--- src/rtl/serial_add_ctrl_pkg.sv ---
// Shared types for the bit-serial adder controller: FSM state encoding and
// the bit-index width helper.
package serial_add_ctrl_pkg;

  typedef enum logic [1:0] {
    StIdle = 2'd0,
    StRun  = 2'd1,
    StDone = 2'd2
  } state_e;

  // Bit-index width, clog2(width); never narrower than one bit.
  function automatic int unsigned idx_width(input int unsigned width);
    return (width > 1) ? $clog2(width) : 1;
  endfunction

endpackage

--- src/rtl/serial_add_ctrl_if.sv ---
// Request/result bundle for the bit-serial adder; the requester uses master,
// the adder uses slave.
interface serial_add_ctrl_if #(
  parameter int unsigned WIDTH = 8
) ();

  logic             start;
  logic             abort;
  logic [WIDTH-1:0] op_a;
  logic [WIDTH-1:0] op_b;
  logic             cin;
  logic             busy;
  logic             done;
  logic [WIDTH-1:0] sum;
  logic             cout;
  logic             ovf;

  modport master (
    output start, abort, op_a, op_b, cin,
    input  busy, done, sum, cout, ovf
  );

  modport slave (
    input  start, abort, op_a, op_b, cin,
    output busy, done, sum, cout, ovf
  );

endinterface

--- src/rtl/A_block.sv ---
// One-bit adder cell: sum bit plus generate/propagate terms. The carry chain
// is formed by the instantiating logic.
module A_block (
  input  logic a_i,
  input  logic b_i,
  input  logic cin_i,
  output logic s_o,
  output logic g_o,
  output logic p_o
);

  assign s_o = a_i ^ b_i ^ cin_i;
  assign g_o = a_i & b_i;
  assign p_o = a_i | b_i;

endmodule

--- src/rtl/serial_add_ctrl.sv ---
// Bit-serial adder controller: one operand bit per RUN cycle, LSB first,
// publishing sum/cout/ovf with a one-cycle done pulse.
module serial_add_ctrl
  import serial_add_ctrl_pkg::*;
#(
  parameter int unsigned WIDTH = 8
) (
  input  logic           clk,
  input  logic           rst_n,
  serial_add_ctrl_if.slave bus
);

  localparam int unsigned IdxW = idx_width(WIDTH);

  state_e            state_q, state_d;
  logic [IdxW-1:0]   idx_q, idx_d;
  logic [WIDTH-1:0]  a_q, a_d, b_q, b_d, res_q, res_d, sum_q, sum_d;
  logic              c_q, c_d, cout_q, cout_d, ovf_q, ovf_d;
  logic              bit_s, bit_g, bit_p, carry_nxt, last_bit;

  A_block u_bit (
    .a_i   (a_q[0]),
    .b_i   (b_q[0]),
    .cin_i (c_q),
    .s_o   (bit_s),
    .g_o   (bit_g),
    .p_o   (bit_p)
  );

  assign carry_nxt = bit_g | (bit_p & c_q);
  assign last_bit  = (idx_q == IdxW'(WIDTH - 1));

  always_ff @(posedge clk or negedge rst_n) begin
    if (!rst_n) begin
      state_q <= StIdle;
      idx_q   <= '0;
      a_q     <= '0;
      b_q     <= '0;
      c_q     <= 1'b0;
      res_q   <= '0;
      sum_q   <= '0;
      cout_q  <= 1'b0;
      ovf_q   <= 1'b0;
    end else begin
      state_q <= state_d;
      idx_q   <= idx_d;
      a_q     <= a_d;
      b_q     <= b_d;
      c_q     <= c_d;
      res_q   <= res_d;
      sum_q   <= sum_d;
      cout_q  <= cout_d;
      ovf_q   <= ovf_d;
    end
  end

  always_comb begin
    state_d = state_q;
    unique case (state_q)
      StIdle, StDone: state_d = bus.start ? StRun : StIdle;
      StRun: begin
        if (bus.abort) begin
          state_d = StIdle;
        end else if (last_bit) begin
          state_d = StDone;
        end
      end
      default: state_d = StIdle;
    endcase
  end

  // Operands shift right so the active bit is always at index 0; the result
  // fills from the top so it is LSB-aligned after WIDTH shifts.
  always_comb begin
    idx_d  = idx_q;
    a_d    = a_q;
    b_d    = b_q;
    c_d    = c_q;
    res_d  = res_q;
    sum_d  = sum_q;
    cout_d = cout_q;
    ovf_d  = ovf_q;
    if (state_q != StRun) begin
      if (bus.start) begin
        a_d   = bus.op_a;
        b_d   = bus.op_b;
        c_d   = bus.cin;
        idx_d = '0;
        res_d = '0;
      end
    end else if (!bus.abort) begin
      a_d   = a_q >> 1;
      b_d   = b_q >> 1;
      c_d   = carry_nxt;
      idx_d = idx_q + IdxW'(1);
      res_d = {bit_s, res_q[WIDTH-1:1]};
      if (last_bit) begin
        sum_d  = {bit_s, res_q[WIDTH-1:1]};
        cout_d = carry_nxt;
        ovf_d  = c_q ^ carry_nxt;
      end
    end
  end

  always_comb begin
    bus.busy = (state_q == StRun);
    bus.done = (state_q == StDone);
    bus.sum  = sum_q;
    bus.cout = cout_q;
    bus.ovf  = ovf_q;
  end

endmodule

--- src/flat_wrapper.sv ---
// flat-port wrapper written by rule: the top's interface ports become plain ports
module serial_add_ctrl_flat import serial_add_ctrl_pkg::*;
#(
  parameter int unsigned WIDTH = 8
)
  (clk, rst_n, bus_start, bus_abort, bus_op_a, bus_op_b, bus_cin, bus_busy, bus_done, bus_sum, bus_cout, bus_ovf);
  serial_add_ctrl_if #(.WIDTH(WIDTH)) bus_i ();
  input  logic clk;
  input  logic rst_n;
  input wire logic [$bits(bus_i.start)-1:0] bus_start;
  input wire logic [$bits(bus_i.abort)-1:0] bus_abort;
  input wire logic [$bits(bus_i.op_a)-1:0] bus_op_a;
  input wire logic [$bits(bus_i.op_b)-1:0] bus_op_b;
  input wire logic [$bits(bus_i.cin)-1:0] bus_cin;
  output wire logic [$bits(bus_i.busy)-1:0] bus_busy;
  output wire logic [$bits(bus_i.done)-1:0] bus_done;
  output wire logic [$bits(bus_i.sum)-1:0] bus_sum;
  output wire logic [$bits(bus_i.cout)-1:0] bus_cout;
  output wire logic [$bits(bus_i.ovf)-1:0] bus_ovf;
  assign bus_i.start = bus_start;
  assign bus_i.abort = bus_abort;
  assign bus_i.op_a = bus_op_a;
  assign bus_i.op_b = bus_op_b;
  assign bus_i.cin = bus_cin;
  assign bus_busy = bus_i.busy;
  assign bus_done = bus_i.done;
  assign bus_sum = bus_i.sum;
  assign bus_cout = bus_i.cout;
  assign bus_ovf = bus_i.ovf;
  serial_add_ctrl #(.WIDTH(WIDTH)) u_core (.clk(clk), .rst_n(rst_n), .bus(bus_i));
endmodule
--- config.mk ---
export PLATFORM = sky130hd
export DESIGN_NAME = serial_add_ctrl_flat
export DESIGN_NICKNAME = d
export VERILOG_FILES = /design/src/rtl/serial_add_ctrl_pkg.sv /design/src/rtl/serial_add_ctrl_if.sv /design/src/rtl/A_block.sv /design/src/rtl/serial_add_ctrl.sv /design/src/flat_wrapper.sv
export SDC_FILE = /design/constraint.sdc
export NUM_CORES = 1
export LEC_CHECK = 0
export CORE_ASPECT_RATIO = 0.5
export CORE_MARGIN = 1.5
export CORE_UTILIZATION = 40
export CTS_CLUSTER_SIZE = 40
export DETAILED_ROUTE_END_ITERATION = 12
export GPL_TIMING_DRIVEN = 0
export MAX_ROUTING_LAYER = met4
export PLACE_DENSITY_LB_ADDON = 0.05
export SKIP_CTS_REPAIR_TIMING = 1
export SLEW_MARGIN = 20
export SYNTH_ARGS = -nofsm -noshare
export SYNTH_HDL_FRONTEND = slang
export SYNTH_SLANG_ARGS = --single-unit
--- constraint.sdc ---
create_clock -name clk -period 1.41 [get_ports clk]
set_input_delay 0.2115 -clock clk [delete_from_list [all_inputs] [get_ports clk]]
set_output_delay 0.2115 -clock clk [all_outputs]
set_load 0.1 [all_outputs]
# Word-level counts from Yosys, hierarchy flattened
# Cells that the tools add are included.
[classes]
addsub = 1
eq_ne = 7
mux = 19
bitwise_logic = 9
n_reduce_logical = 4
[ops]
columns = ["op", "count"]
rows = [
  ["$mux 8", 9],
  ["$mux 3", 3],
  ["$mux 1", 4],
  ["$mux 2", 2],
  ["$ne 2x1->1 const B", 2],
  ["$pmux 2 s2", 1],
  ["$add 3x1->3 const B", 1],
  ["$eq 3x3->1 const B", 1],
  ["$ne 3x2->1 const B", 1],
  ["$reduce_and 3->1", 1],
  ["$xor 1x1->1", 3],
  ["$and 1x1->1", 2],
  ["$eq 2x1->1 const B", 1],
  ["$eq 2x2->1 const B", 1],
  ["$logic_not 2->1", 1],
  ["$ne 2x2->1 const B", 1],
  ["$not 1->1", 2],
  ["$or 1x1->1", 2],
  ["$reduce_and 2->1", 1],
  ["$reduce_or 2->1", 1],
]
[word_totals]
reg_bits = 40
inputBits = 21
out_inout_bits = 12
wordCells = 49

# Depth between registers and ports, before layout
[depth]
word_depth = 5
ltp_mapped = 5
ltp_nobuf = 4

# Modules after synthesis
# Synthesis repeated with hierarchy kept, for this count alone.
[unflattened]
hier_cells = 118
area_unflattened_um2 = 1765.4
[modules_own_cells]
columns = ["module", "n_inst", "cells_per_inst", "area_per_inst_um2", "seq_area_each_um2"]
rows = [
  ["serial_add_ctrl", 1, 112, 1720.4, 975.9],
  ["A_block", 1, 6, 45.0, 0.0],
]

# Worst setup path before layout
# No wires, ideal clock.
[synth_path]
path_kind = "register to output"
startpoint = "register u_core.state_q[1]"
endpoint = "output port bus_done"
t_arrival_ns = 1.742
required_time_ns = 1.199
slack_ns = -0.543
stages_incl_launch_ff = 2
n_path_buf = 0
path_cell_list = "dfrtp_1 -> nor2b_1"
[synth_via]
elab_chain_len = 1
[synth_rtl]
columns = ["item", "line", "source"]
rows = [
  ["start, declared", "serial_add_ctrl.sv:15", "state_e state_q, state_d;"],
  ["start signal, assigned", "serial_add_ctrl.sv:35", "state_q <= StIdle;"],
  ["start signal, assigned", "serial_add_ctrl.sv:45", "state_q <= state_d;"],
  ["$eq 2x2->1", "serial_add_ctrl.sv:107", "bus.done = (state_q == StDone);"],
  ["end, declared", "flat_wrapper.sv:16", "output wire logic [$bits(bus_i.done)-1:0] bus_done;"],
]
# No other way between the ends.

# Worst setup path after layout
[layout_path]
startpoint = "register u_core.state_q[0]"
endpoint = "register u_core.b_q[1]"
[layout_via]
elab_chain_len = 3
elab_cells_between_ends = 5
cone_classes = "eq/ne: 3; mux: 1; reduce/logical: 1"
[layout_rtl]
columns = ["item", "line", "source"]
rows = [
  ["$ne 2x1->1 (*)", "serial_add_ctrl.sv:83", "if (state_q != StRun) begin"],
  ["$ne 2x1->1 (no line) / $ne 2x2->1 (equally long branches)", "-", ""],
  ["$reduce_and 2->1 (no line)", "-", ""],
  ["end signal, assigned", "serial_add_ctrl.sv:38", "b_q <= '0;"],
  ["end signal, assigned", "serial_add_ctrl.sv:48", "b_q <= b_d;"],
  ["end, declared", "serial_add_ctrl.sv:17", "logic [WIDTH-1:0] a_q, a_d, b_q, b_d, res_q, res_d, sum_q, sum_d;"],
]
# Every way passes the cells marked *; elsewhere a longest branch is shown, timed or not.
# A chain may end at the register's enable or synchronous reset.

==> results.json <==
{
  "status": "finished with violations",
  "violations": "setup timing",
  "clock.fmax_mhz": 668.4,
  "dieHeight_um": 48.70,
  "io_pins": 33,
  "place.gp.congestion": 0.6829,
  "powerDensity_mw_per_mm2": 1288,
  "cts_buffers": 5,
  "path_max_fanout": 5,
  "dp_slack_ns": -0.7201,
  "wl_per_cell_um": 15.55,
  "relSlewSlack_pct": 63.97,
  "core_region_area_mm2": 0.003944,
  "switching_power_mw": 0.9781,
  "pwr-share-comb_pct": 33.6,
  "clkLatencyLatePin_ns": 0.28,
  "setup_violations": 22,
  "cp.required_ns": 1.58,
  "fin_skew_ns": 0.005989,
  "ys_ff_latch": 39,
  "rows": 16,
  "setup_ws_ns": -0.08609,
  "grt_max_degree": 30,
  "synth-edff-count": 0,
  "grt_pass1_vias": 1012,
  "synth.top_cell.area_share_pct": 58.43,
  "first_pass_iters": 4,
  "total_power_mw": 3.282,
  "vias_per_cell": 5.199,
  "holdCritPathClass": "in -> async",
  "antenna_found_initial": 0,
  "fillers": 302,
  "drt-total-wl_mm": 3.437,
  "async_reset_ff_share_pct": 100.0,
  "yosysWarnings": 0,
  "ant_nets": 0,
  "worst_hold_slack_ns": 0.3293,
  "track_usage_pct": 15.17,
  "diodes": 0,
  "avgSynthCellArea_um2": 14.91,
  "worst_ep_arrival_time_ns": 1.67,
  "synth_top_flop_cell": "dfrtp_1",
  "finalSetupTns_ns": -1.204,
  "syn_nets": 136,
  "synthTopCellsByArea": "dfrtp_1 (58%), o221a_2 (10%), mux2_4 (8.1%)",
  "yosys.area.top_type": "dfrtp_1",
  "synthCells": 112,
  "min_period_ns": 1.496,
  "yosys-top-cells-count": "dfrtp_1 (39), o221a_2 (15), nand2b_1 (14)",
  "clockRootBuffer": "clkbuf_8",
  "p_sw_share_pct": 29.80,
  "ys_types": 22,
  "yosysMostFrequentCell": "dfrtp_1",
  "clk_path_buf_depth": 2,
  "tightest_slew_ns": 0.5427,
  "worst-setup-path-type": "reg -> reg",
  "critPathCaptureType": "register",
  "cts_tree": "yes",
  "design_area_mm2": 0.002549,
  "syn_area_mm2": 0.001670,
  "htreeDepth": 2,
  "seqPwrFrac_pct": 45.9,
  "p_clk_share_pct": 20.5,
  "min_period_over_period_pct": 106.1,
  "first_iter_violations": 34,
  "ir_worst_vdd_uv": 571.6,
  "layout-drive-gt1-share_pct": 46.11,
  "grt_overflow": 0,
  "path_clk_slew_ns": 0.07,
  "place_hpwl_mm": 2.093,
  "grt_pass1_wl_mm": 5.050,
  "die_x_um": 94.39,
  "clock-sinks": 39,
  "dpl_cell_area_mm2": 0.002079,
  "dieArea_mm2": 0.004596,
  "crit_path_start_kind": "register",
  "slew_violations": 0,
  "final_nets": 192,
  "port_buffers": 32,
  "syn_to_final_growth_pct": 52.58,
  "internal-power_mw": 2.304,
  "p_leak_nw": 1.165,
  "hold_violations": 0,
  "drc": 0,
  "initial_core_util_pct": 42.35,
  "ys_seq_area_share_pct": 58.43,
  "vias": 1149,
  "cap_violations": 0,
  "rsz0062_at_grt": "yes"
}
[cells in the final DEF, fill, tap and decap left out, drive strengths merged]
| cell type | synthesis | layout |
|---|---|---|
| clkinvlp | 0 | 1 |
| a32o | 2 | 2 |
| a21oi | 1 | 1 |
| o32ai | 1 | 1 |
| buf | 6 | 20 |
| inv | 3 | 2 |
| nand2b | 14 | 14 |
| mux2 | 11 | 11 |
| clkbuf | 0 | 21 |
| clkdlybuf4s50 | 0 | 19 |
| ha | 2 | 2 |
| dlygate4sd3 | 0 | 1 |
| a22o | 9 | 9 |
| xor2 | 1 | 1 |
| o221a | 15 | 15 |
| nor3b | 1 | 1 |
| or2b | 2 | 2 |
| dfrtp | 39 | 39 |
| nand2 | 2 | 2 |
| a21o | 1 | 1 |
| nor2b | 1 | 1 |
| fa | 1 | 1 |
[final cells by class]
type                            instances  area (µm²)  area share, %
Clock buffer                            6       72.57          2.847
Multi-Input combinational cell         64       815.8          32.01
Buffer                                  6       85.08          3.338
Inverter                                3       15.01         0.5891
Tap cell                               54       67.56          2.651
Sequential cell                        39       975.9          38.29
Timing Repair Buffer                   49       516.7          20.27
[final timing paths]
check	start	end	slack (ns)	depth (start not counted)
setup reg to reg	u_core.state_q[0]$_DFFE_PN0P_	u_core.b_q[1]$_DFFE_PN0P_	-0.09	6
min in group clk	u_core.state_q[0]$_DFFE_PN0P_	u_core.state_q[0]$_DFFE_PN0P_	0.48	1
setup / recovery	u_core.state_q[0]$_DFFE_PN0P_	u_core.b_q[1]$_DFFE_PN0P_	-0.09	6
hold / removal	rst_n	u_core.bus.sum[3]$_DFFE_PN0P_	0.33	2
hold reg to reg	u_core.state_q[0]$_DFFE_PN0P_	u_core.state_q[0]$_DFFE_PN0P_	0.48	1
max in group asynchronous	rst_n	u_core.b_q[1]$_DFFE_PN0P_	0.65	3
[worst max-delay path: stages, from the launching register on]
cell,delay (ns)
dfrtp_1,0.39
nor3b_4,0.16
buf_6,0.13
buf_8,0.12
a21o_4,0.21
clkbuf_16,0.16
o221a_4,0.20
[layer usage]
metal	up-vias	track usage [%]	part of all wire, %
met1	586	22.37	52
li1	532	-	-
met5	-	-	0
met2	28	19.78	43
met4	0	2.985	0.49
met3	3	5.660	4.5
[sequential cells by signal, summed over array words and instances (netlist names)]
name / flops
u_core.a_q: 8
u_core.b_q: 8
u_core.bus.sum: 8
u_core.res_q: 7
u_core.idx_q: 3
u_core.state_q: 2
u_core.bus.cout: 1
u_core.bus.ovf: 1
u_core.c_q: 1
[through the flow]
| stage | util, % | std cells |
|---|---|---|
| floorplan | - | 112 |
| global placement | 52.35 | 198 |
| detailed placement | 52.73 | 199 |
| CTS | 54.57 | 205 |
| global route | 64.63 | 221 |
| finish | 64.63 | 221 |
[kinds of logic (layout without fill, tap and decap cells)]
| logic type | after synthesis | in the layout | synth area share (%) |
|---|---|---|---|
| AND/OR/NAND/NOR | 20 | 20 | 8.240 |
| AO/OA/AOI/OAI | 29 | 29 | 17.38 |
| XOR/XNOR | 1 | 1 | 0.5244 |
| multiplexers | 11 | 11 | 9.438 |
| buffers and inverters | 9 | 64 | 3.296 |
| flip-flops | 39 | 39 | 58.43 |
| adder cells (fa/ha/maj) | 3 | 3 | 2.696 |
[power groups by stage]
| stage | Combinational (mW) | Sequential (mW) | Clock, mW |
|---|---|---|---|
| global route | 1.19 | 1.54 | 0.751 |
| detailed placement | 0.776 | 1.49 | 0 |
| CTS | 0.776 | 1.47 | 0.691 |
| global placement | 0.760 | 1.49 | 0 |
| floorplan | 0.476 | 1.55 | 0 |
| finish | 1.10 | 1.51 | 0.673 |
Power figures use the tool's default switching activity.
